[config.mk]
export PLATFORM = sky130hd
export DESIGN_NAME = cnn_result_packer_flat
export DESIGN_NICKNAME = d
export VERILOG_FILES = /design/src/rtl/rheed_pkg.sv /design/src/rtl/cnn_result_packer_if.sv /design/src/rtl/rpk_channel_slot.sv /design/src/rtl/cnn_result_packer.sv /design/src/flat_wrapper.sv
export SDC_FILE = /design/constraint.sdc
export NUM_CORES = 1
export LEC_CHECK = 0
export ABC_AREA = 1
export BUFFER_PORTS_ARGS = -buffer_cell sky130_fd_sc_hd__buf_2
export CAP_MARGIN = 10
export CORE_ASPECT_RATIO = 0.5
export CORE_MARGIN = 2
export CORE_UTILIZATION = 35
export CTS_BUF_LIST = sky130_fd_sc_hd__clkbuf_16
export DETAILED_ROUTE_END_ITERATION = 8
export HOLD_SLACK_MARGIN = 0.1
export PLACE_DENSITY = 0.69
export SKIP_CTS_REPAIR_TIMING = 1
export SLEW_MARGIN = 20
export SYNTH_ARGS = -nofsm -noshare
export SYNTH_HDL_FRONTEND = slang
export SYNTH_SLANG_ARGS = --single-unit
[constraint.sdc]
create_clock -name clk -period 5.3 [get_ports clk]
set_clock_uncertainty 0.2 [all_clocks]
set_input_delay 1.325 -clock clk [delete_from_list [all_inputs] [get_ports clk]]
set_output_delay 1.325 -clock clk [all_outputs]
set_load 0.01 [all_outputs]
[src/rtl/rheed_pkg.sv]
// Shared constants and types for the RHEED CNN result path.
package rheed_pkg;

    localparam int unsigned N_CNN_OUT = 5;
    localparam int unsigned CNN_OUT_W = 8;

    // Bit offsets of the fields inside the packed result record
    localparam int unsigned SEQ_LSB  = 64;
    localparam int unsigned MASK_LSB = 96;
    localparam int unsigned TO_BIT   = 112;

    typedef enum logic {
        COLLECT,
        EMIT
    } rpk_state_t;

endpackage

[src/rtl/cnn_result_packer_if.sv]
// CNN channel streams plus the host-facing record stream of the packer.
// slave: the packer's view; master: the surrounding fabric's view.
interface cnn_result_packer_if #(
    parameter int unsigned N_OUT  = 5,
    parameter int unsigned DATA_W = 8,
    parameter int unsigned OUT_W  = 256
);

    logic [N_OUT-1:0]        s_axis_tvalid;
    logic [N_OUT-1:0]        s_axis_tready;
    logic [N_OUT*DATA_W-1:0] s_axis_tdata;
    logic                    m_axis_tvalid;
    logic                    m_axis_tready;
    logic [OUT_W-1:0]        m_axis_tdata;
    logic                    m_axis_tlast;

    modport slave (
        input  s_axis_tvalid,
        input  s_axis_tdata,
        output s_axis_tready,
        output m_axis_tvalid,
        output m_axis_tdata,
        output m_axis_tlast,
        input  m_axis_tready
    );

    modport master (
        output s_axis_tvalid,
        output s_axis_tdata,
        input  s_axis_tready,
        input  m_axis_tvalid,
        input  m_axis_tdata,
        input  m_axis_tlast,
        output m_axis_tready
    );

endinterface

[src/rtl/rpk_channel_slot.sv]
// One CNN channel: captures a single byte per record and flags it as received.
module rpk_channel_slot #(
    parameter int unsigned DATA_W = 8
) (
    input  logic              clk,
    input  logic              reset,
    input  logic              en_i,
    input  logic              clr_i,
    input  logic              tvalid_i,
    input  logic [DATA_W-1:0] tdata_i,
    output logic              tready_o,
    output logic              acc_o,
    output logic              got_o,
    output logic [DATA_W-1:0] data_o
);

    logic              got_q, got_d;
    logic [DATA_W-1:0] data_q, data_d;

    // Ready only while collecting and nothing captured yet; clear wipes the byte
    // so a forced record reports missing channels as zero.
    always_comb begin
        tready_o = en_i & ~got_q;
        acc_o    = tvalid_i & tready_o;
        got_d    = got_q;
        data_d   = data_q;
        if (clr_i) begin
            got_d  = 1'b0;
            data_d = '0;
        end else if (acc_o) begin
            got_d  = 1'b1;
            data_d = tdata_i;
        end
    end

    // Capture registers
    always_ff @(posedge clk or posedge reset) begin
        if (reset) begin
            got_q  <= 1'b0;
            data_q <= '0;
        end else begin
            got_q  <= got_d;
            data_q <= data_d;
        end
    end

    assign got_o  = got_q;
    assign data_o = data_q;

endmodule

[src/rtl/cnn_result_packer.sv]
// Gathers one byte from each CNN output channel and emits a single-beat
// result record with sequence number, valid mask and timeout flag.
module cnn_result_packer
    import rheed_pkg::*;
#(
    parameter int unsigned N_OUT       = N_CNN_OUT,
    parameter int unsigned DATA_W      = CNN_OUT_W,
    parameter int unsigned OUT_W       = 256,
    parameter int unsigned SEQ_W       = 32,
    parameter int unsigned TIMEOUT_CYC = 1048575
) (
    input  logic                  clk,
    input  logic                  reset,
    cnn_result_packer_if.slave    axis,
    output logic [SEQ_W-1:0]      frame_count,
    output logic [SEQ_W-1:0]      timeout_count,
    output logic                  busy
);

    rpk_state_t state_q, state_d;

    logic                          run_q;
    logic                          collect_en;
    logic                          out_hs;
    logic                          all_full;
    logic                          timeout_hit;
    logic [N_OUT-1:0]              ready;
    logic [N_OUT-1:0]              acc;
    logic [N_OUT-1:0]              got;
    logic [N_OUT-1:0][DATA_W-1:0]  slot_data;
    logic [SEQ_W-1:0]              timer_q, timer_d;
    logic                          to_q, to_d;
    logic [SEQ_W-1:0]              frame_count_q, frame_count_d;
    logic [SEQ_W-1:0]              timeout_count_q, timeout_count_d;
    logic [OUT_W-1:0]              rec;

    for (genvar g = 0; g < N_OUT; g++) begin : g_slot
        rpk_channel_slot #(.DATA_W(DATA_W)) u_slot (
            .clk      (clk),
            .reset    (reset),
            .en_i     (collect_en),
            .clr_i    (out_hs),
            .tvalid_i (axis.s_axis_tvalid[g]),
            .tdata_i  (axis.s_axis_tdata[g*DATA_W +: DATA_W]),
            .tready_o (ready[g]),
            .acc_o    (acc[g]),
            .got_o    (got[g]),
            .data_o   (slot_data[g])
        );
    end

    assign axis.s_axis_tready = ready;
    assign axis.m_axis_tlast  = 1'b1;

    assign out_hs   = (state_q == EMIT) & axis.m_axis_tready;
    assign all_full = &(got | acc);
    // Fires on the cycle whose closing edge brings the timer to TIMEOUT_CYC
    assign timeout_hit = (TIMEOUT_CYC != 0) && (got != '0)
                         && (timer_q == SEQ_W'(TIMEOUT_CYC - 1));

    // Startup flop: holds all channel readies low for the first cycle after reset
    always_ff @(posedge clk or posedge reset) begin
        if (reset) run_q <= 1'b0;
        else       run_q <= 1'b1;
    end

    // FSM state register
    always_ff @(posedge clk or posedge reset) begin
        if (reset) state_q <= COLLECT;
        else       state_q <= state_d;
    end

    // FSM next state; completion and timeout both leave COLLECT
    always_comb begin
        state_d = state_q;
        case (state_q)
            COLLECT: if (all_full || timeout_hit) state_d = EMIT;
            EMIT:    if (axis.m_axis_tready)      state_d = COLLECT;
            default: state_d = COLLECT;
        endcase
    end

    // FSM outputs
    always_comb begin
        collect_en         = run_q & (state_q == COLLECT);
        axis.m_axis_tvalid = (state_q == EMIT);
        busy               = (got != '0) | (state_q == EMIT);
    end

    // Timer, timeout flag and counters; a full frame beats a coincident timeout
    always_comb begin
        timer_d         = timer_q;
        to_d            = to_q;
        frame_count_d   = frame_count_q;
        timeout_count_d = timeout_count_q;
        if (state_q == COLLECT) begin
            if ((got == '0) && (acc != '0)) timer_d = '0;
            else if (got != '0)             timer_d = timer_q + SEQ_W'(1);
            if (!all_full && timeout_hit)   to_d = 1'b1;
        end
        if (out_hs) begin
            to_d            = 1'b0;
            frame_count_d   = frame_count_q + SEQ_W'(1);
            timeout_count_d = timeout_count_q + SEQ_W'(to_q);
        end
    end

    // Datapath registers
    always_ff @(posedge clk or posedge reset) begin
        if (reset) begin
            timer_q         <= '0;
            to_q            <= 1'b0;
            frame_count_q   <= '0;
            timeout_count_q <= '0;
        end else begin
            timer_q         <= timer_d;
            to_q            <= to_d;
            frame_count_q   <= frame_count_d;
            timeout_count_q <= timeout_count_d;
        end
    end

    // Record assembly; all inputs are frozen while EMIT, so the beat stays stable
    always_comb begin
        rec                      = '0;
        rec[N_OUT*DATA_W-1:0]    = slot_data;
        rec[SEQ_LSB +: SEQ_W]    = frame_count_q;
        rec[MASK_LSB +: N_OUT]   = got;
        rec[TO_BIT]              = to_q;
    end

    assign axis.m_axis_tdata = rec;
    assign frame_count       = frame_count_q;
    assign timeout_count     = timeout_count_q;

endmodule

[src/flat_wrapper.sv]
// flat-port wrapper written by rule: the top's interface ports become plain ports
module cnn_result_packer_flat import rheed_pkg::*;
#(
    parameter int unsigned N_OUT       = N_CNN_OUT,
    parameter int unsigned DATA_W      = CNN_OUT_W,
    parameter int unsigned OUT_W       = 256,
    parameter int unsigned SEQ_W       = 32,
    parameter int unsigned TIMEOUT_CYC = 1048575
)
  (clk, reset, frame_count, timeout_count, busy, axis_s_axis_tvalid, axis_s_axis_tdata, axis_s_axis_tready, axis_m_axis_tvalid, axis_m_axis_tdata, axis_m_axis_tlast, axis_m_axis_tready);
  cnn_result_packer_if #(.N_OUT(N_OUT), .DATA_W(DATA_W), .OUT_W(OUT_W)) axis_i ();
  input  logic clk;
  input  logic reset;
  output logic [SEQ_W-1:0] frame_count;
  output logic [SEQ_W-1:0] timeout_count;
  output logic busy;
  input wire logic [$bits(axis_i.s_axis_tvalid)-1:0] axis_s_axis_tvalid;
  input wire logic [$bits(axis_i.s_axis_tdata)-1:0] axis_s_axis_tdata;
  output wire logic [$bits(axis_i.s_axis_tready)-1:0] axis_s_axis_tready;
  output wire logic [$bits(axis_i.m_axis_tvalid)-1:0] axis_m_axis_tvalid;
  output wire logic [$bits(axis_i.m_axis_tdata)-1:0] axis_m_axis_tdata;
  output wire logic [$bits(axis_i.m_axis_tlast)-1:0] axis_m_axis_tlast;
  input wire logic [$bits(axis_i.m_axis_tready)-1:0] axis_m_axis_tready;
  assign axis_i.s_axis_tvalid = axis_s_axis_tvalid;
  assign axis_i.s_axis_tdata = axis_s_axis_tdata;
  assign axis_s_axis_tready = axis_i.s_axis_tready;
  assign axis_m_axis_tvalid = axis_i.m_axis_tvalid;
  assign axis_m_axis_tdata = axis_i.m_axis_tdata;
  assign axis_m_axis_tlast = axis_i.m_axis_tlast;
  assign axis_i.m_axis_tready = axis_m_axis_tready;
  cnn_result_packer #(.N_OUT(N_OUT), .DATA_W(DATA_W), .OUT_W(OUT_W), .SEQ_W(SEQ_W), .TIMEOUT_CYC(TIMEOUT_CYC)) u_core (.clk(clk), .reset(reset), .axis(axis_i), .frame_count(frame_count), .timeout_count(timeout_count), .busy(busy));
endmodule
==> results.md <==
* Synth Area in XOR/XNOR at 4.867%
* Final WL at 23260 um
* Share of post-route cells with drive strength above 1 at 18.89%
* Worst Max-Slew Pin Slew at 816.4 ps
* Area contributors post-synth: dfrtp_1 (37%), buf_4 (17%), nand2_1 (14%)
* Synth Area in Compound Gates at 0.7210%
* Switching power at approximately 1.4 mW
* Main combinational cell family by area after synthesis: simple AND/OR/NAND/NOR gates
* Post-synthesis mux area share at 0%
* CTS tree: yes
* Core Area at 0.02749 mm^2
* Synth cell types at 39
* Largest net degree at the start of global routing at between 100 and 150
* Slew HR at 45.57%
* Post-Synth Adder-Cell Area at 0.6437%
* Cells after synthesis at between 1000 and 1500
* ANT cells at 0
* PwrDens at 344.2 mW/mm^2
* Post-Synth Simple-Gate Area at 33.26%
* CP arrival at around 1800 ps
* Die H at 121.8 um
* Post-DR vias/cell at 4.276
* Total of max-cap violations at 0
* Syn-to-layout area delta at 9.592%
* Slew Limit Fails at 0
* Layout fillers at 2867
* RSZ-0062 raised after global routing: no
* Initial core utilization at 35.35%
* Critical path's slowest cell: dfrtp_1
* Row count at 43
* Flop pwr share at approximately two fifths
* I/O pin count at around 380
* Setup_tns at 0 ps
* Nature of the critical path startpoint: register
* Internal power at 2.310 mW
* Top post-synthesis cells by count: nand2_1 (375), buf_4 (223), dfrtp_1 (144)
* Req. time, crit path at 3770 ps
* Detailed-route via count at between 7000 and 8000
* Port Buf Inserts at 196
* DRC viols at 0
* Placed cell areas at 0.01007 mm^2
* Sink Count at 144
* Hold Vio Cnt, Final at 0
* Design Area, Final at 0.01065 mm^2
* Most common cell in the synthesized netlist: nand2_1
* CTS Buf Count at 17
* Crit-path max cell delay at 440 ps
* Die footprint at 0.02920 mm^2
* Mapped Area at 0.009718 mm^2
* Combinational power share at 28.3%
* Critical path class: reg2out
* CTS H-tree lvls at 4
* Dominant synthesized flop cell: dfrtp_1
* NumNets Final at 1517
* GR Util All Layers at 15.66%
* WL/cell at 12.51 um
* Util after Layout at 38.74%
* Switching share of power at 36.97%
* Ratio of final minimum period to clock period at 61.87%
* #FFs+latches synth at between 100 and 150
* Synth top area share at 37.08%
* Hold Crit Class: reg2reg
* Latest clock arrival within the worst-skew pair at 430 ps
* ANT nets after route at 0
* Fin crit period at about 3300 ps
* First-pass GRT wire length at approximately 36000 um
* DP HPWL at between 15000 and 20000 um
* Post-synth EDFFs at 0
* Chip width at 239.7 um
* Largest delay contributor family on the critical path: simple AND/OR/NAND/NOR gates
* Worst path bufs/invs at 2
* Synth area leader: dfrtp_1
* Vias in the first global route at roughly 7000
* CP max FO at 9
* Initial drt markers at 553
* Gpl congestion at 0.9427
* FMAX at ~0.3 GHz
* Worst vdd ir at 0.0001815 V
* Worst setup EP type: primary output
* Status: complete, no violations
* Number of antenna violations at the first check in global routing at 0
* CP Cell Sequence: inv_2 -> nand2_8 -> nor2_1 -> buf_2
* Leak at 5.938 nW
* Sequential fraction of the synthesis area at 37.08%
* DRT Pass-1 Iters at 6
* CTS clk-pin slew, worst paths at 60 ps
* Fraction of registers with async set/reset at 100.0%
* CTS Root Cell: clkbuf_16
* Yosys warns at 0
* Grt total ovfl at 0
* Clock share of power at 32.0%
* Avg Synthesized Cell Area at 7.418 um^2
* Max Buffers Root-to-Sink at 2
* Final setup viols at 0
registers in the layout, summed over array words and instances (netlist names):
register and flops:
u_core.g_slot.u_slot.got_o 5, u_core.axis.m_axis_tvalid 1, u_core.g_slot.u_slot.data_o 40, u_core.to_q 1, u_core.timeout_count 32, u_core.timer_q 32, u_core.run_q 1, u_core.frame_count 32
tightest hold or removal path, cell delays in order (launching register included):
cell,delay [ps]
dfrtp_1,340
nand3_1,70
nand2_1,50
cells by family after synthesis:
kind of cell,Yosys count
other,2
adders and majority gates,5
xor gates and xnor gates,54
AOI/OAI and AO/OA,14
DFF,144
and+or+nand+nor,728
buffers and inverters,363
path summary, 6_finish.rpt:
| check | from | endpoint | slack (ps) | cells past startpoint |
|---|---|---|---|---|
| setup / recovery | u_core.axis.m_axis_tvalid | axis_s_axis_tready[0] | 2020 | 4 |
| hold / removal | u_core.g_slot[3].u_slot.data_o[0] | u_core.g_slot[3].u_slot.data_o[0] | 290 | 2 |
| setup reg to reg | u_core.g_slot[3].u_slot.got_o | u_core.timer_q[30] | 2860 | 7 |
| hold reg to reg | u_core.g_slot[3].u_slot.data_o[0] | u_core.g_slot[3].u_slot.data_o[0] | 290 | 2 |
| max in group asynchronous | reset | u_core.timeout_count[28] | 3390 | 3 |
| min in group asynchronous | reset | u_core.frame_count[23] | 880 | 3 |
power by group through the flow:
stage / sequential, mW / combinational, mW / clock, mW
2_1_floorplan: 1.50 / 0.813 / 0
5_1_grt: 1.48 / 1.16 / 1.24
6_report: 1.46 / 1.04 / 1.17
4_1_cts: 1.45 / 1.04 / 1.19
3_5_place_dp: 1.47 / 1.04 / 0
3_3_place_gp: 1.47 / 1.02 / 0
final cells by class:
cell class / count / area (um^2) / share of cell area [%]
Multi-Input combinational cell: 981 / 4516 / 42.40
Sequential cell: 144 / 3603 / 33.83
Tap cell: 382 / 478.0 / 4.488
Clock inverter: 15 / 147.6 / 1.386
Timing Repair Buffer: 198 / 1008 / 9.469
Clock buffer: 17 / 425.4 / 3.994
Inverter: 122 / 471.7 / 4.429
layout by cell type (no fill, tap or decap), drive strengths merged, types with 4 or more instances in the layout:
cell type and count:
dfrtp 144, buf 198, xor2 38, nand2 401, clkbuf 17, nor3 29, nand3 141, o21ai 12
conb 180, xnor2 16, clkinv 4, clkinvlp 6, nand3b 6, ha 5, nand4 15, inv 125
nor2 129
per-layer routing:
layer	vias up	global-route usage (%)	wire (um)
li1	3989	-	-
met1	3737	21.58	10870
met2	202	25.04	10940
met3	22	2.606	1027
met4	0	5.313	431
met5	-	0	0
per-stage QoR:
stage,std cells,power [mW],setup WS [ps],hold WS [ps]
floorplan,1488,2.317,1970,276.2
global placement,1827,2.491,1927,275.7
detailed placement,1827,2.514,1873,281.2
CTS,1859,3.690,2035,295.8
global route,1859,3.879,1903,327.9
finish,1859,3.666,2021,293.3
Note: power is estimated with default switching activity, not from simulation.
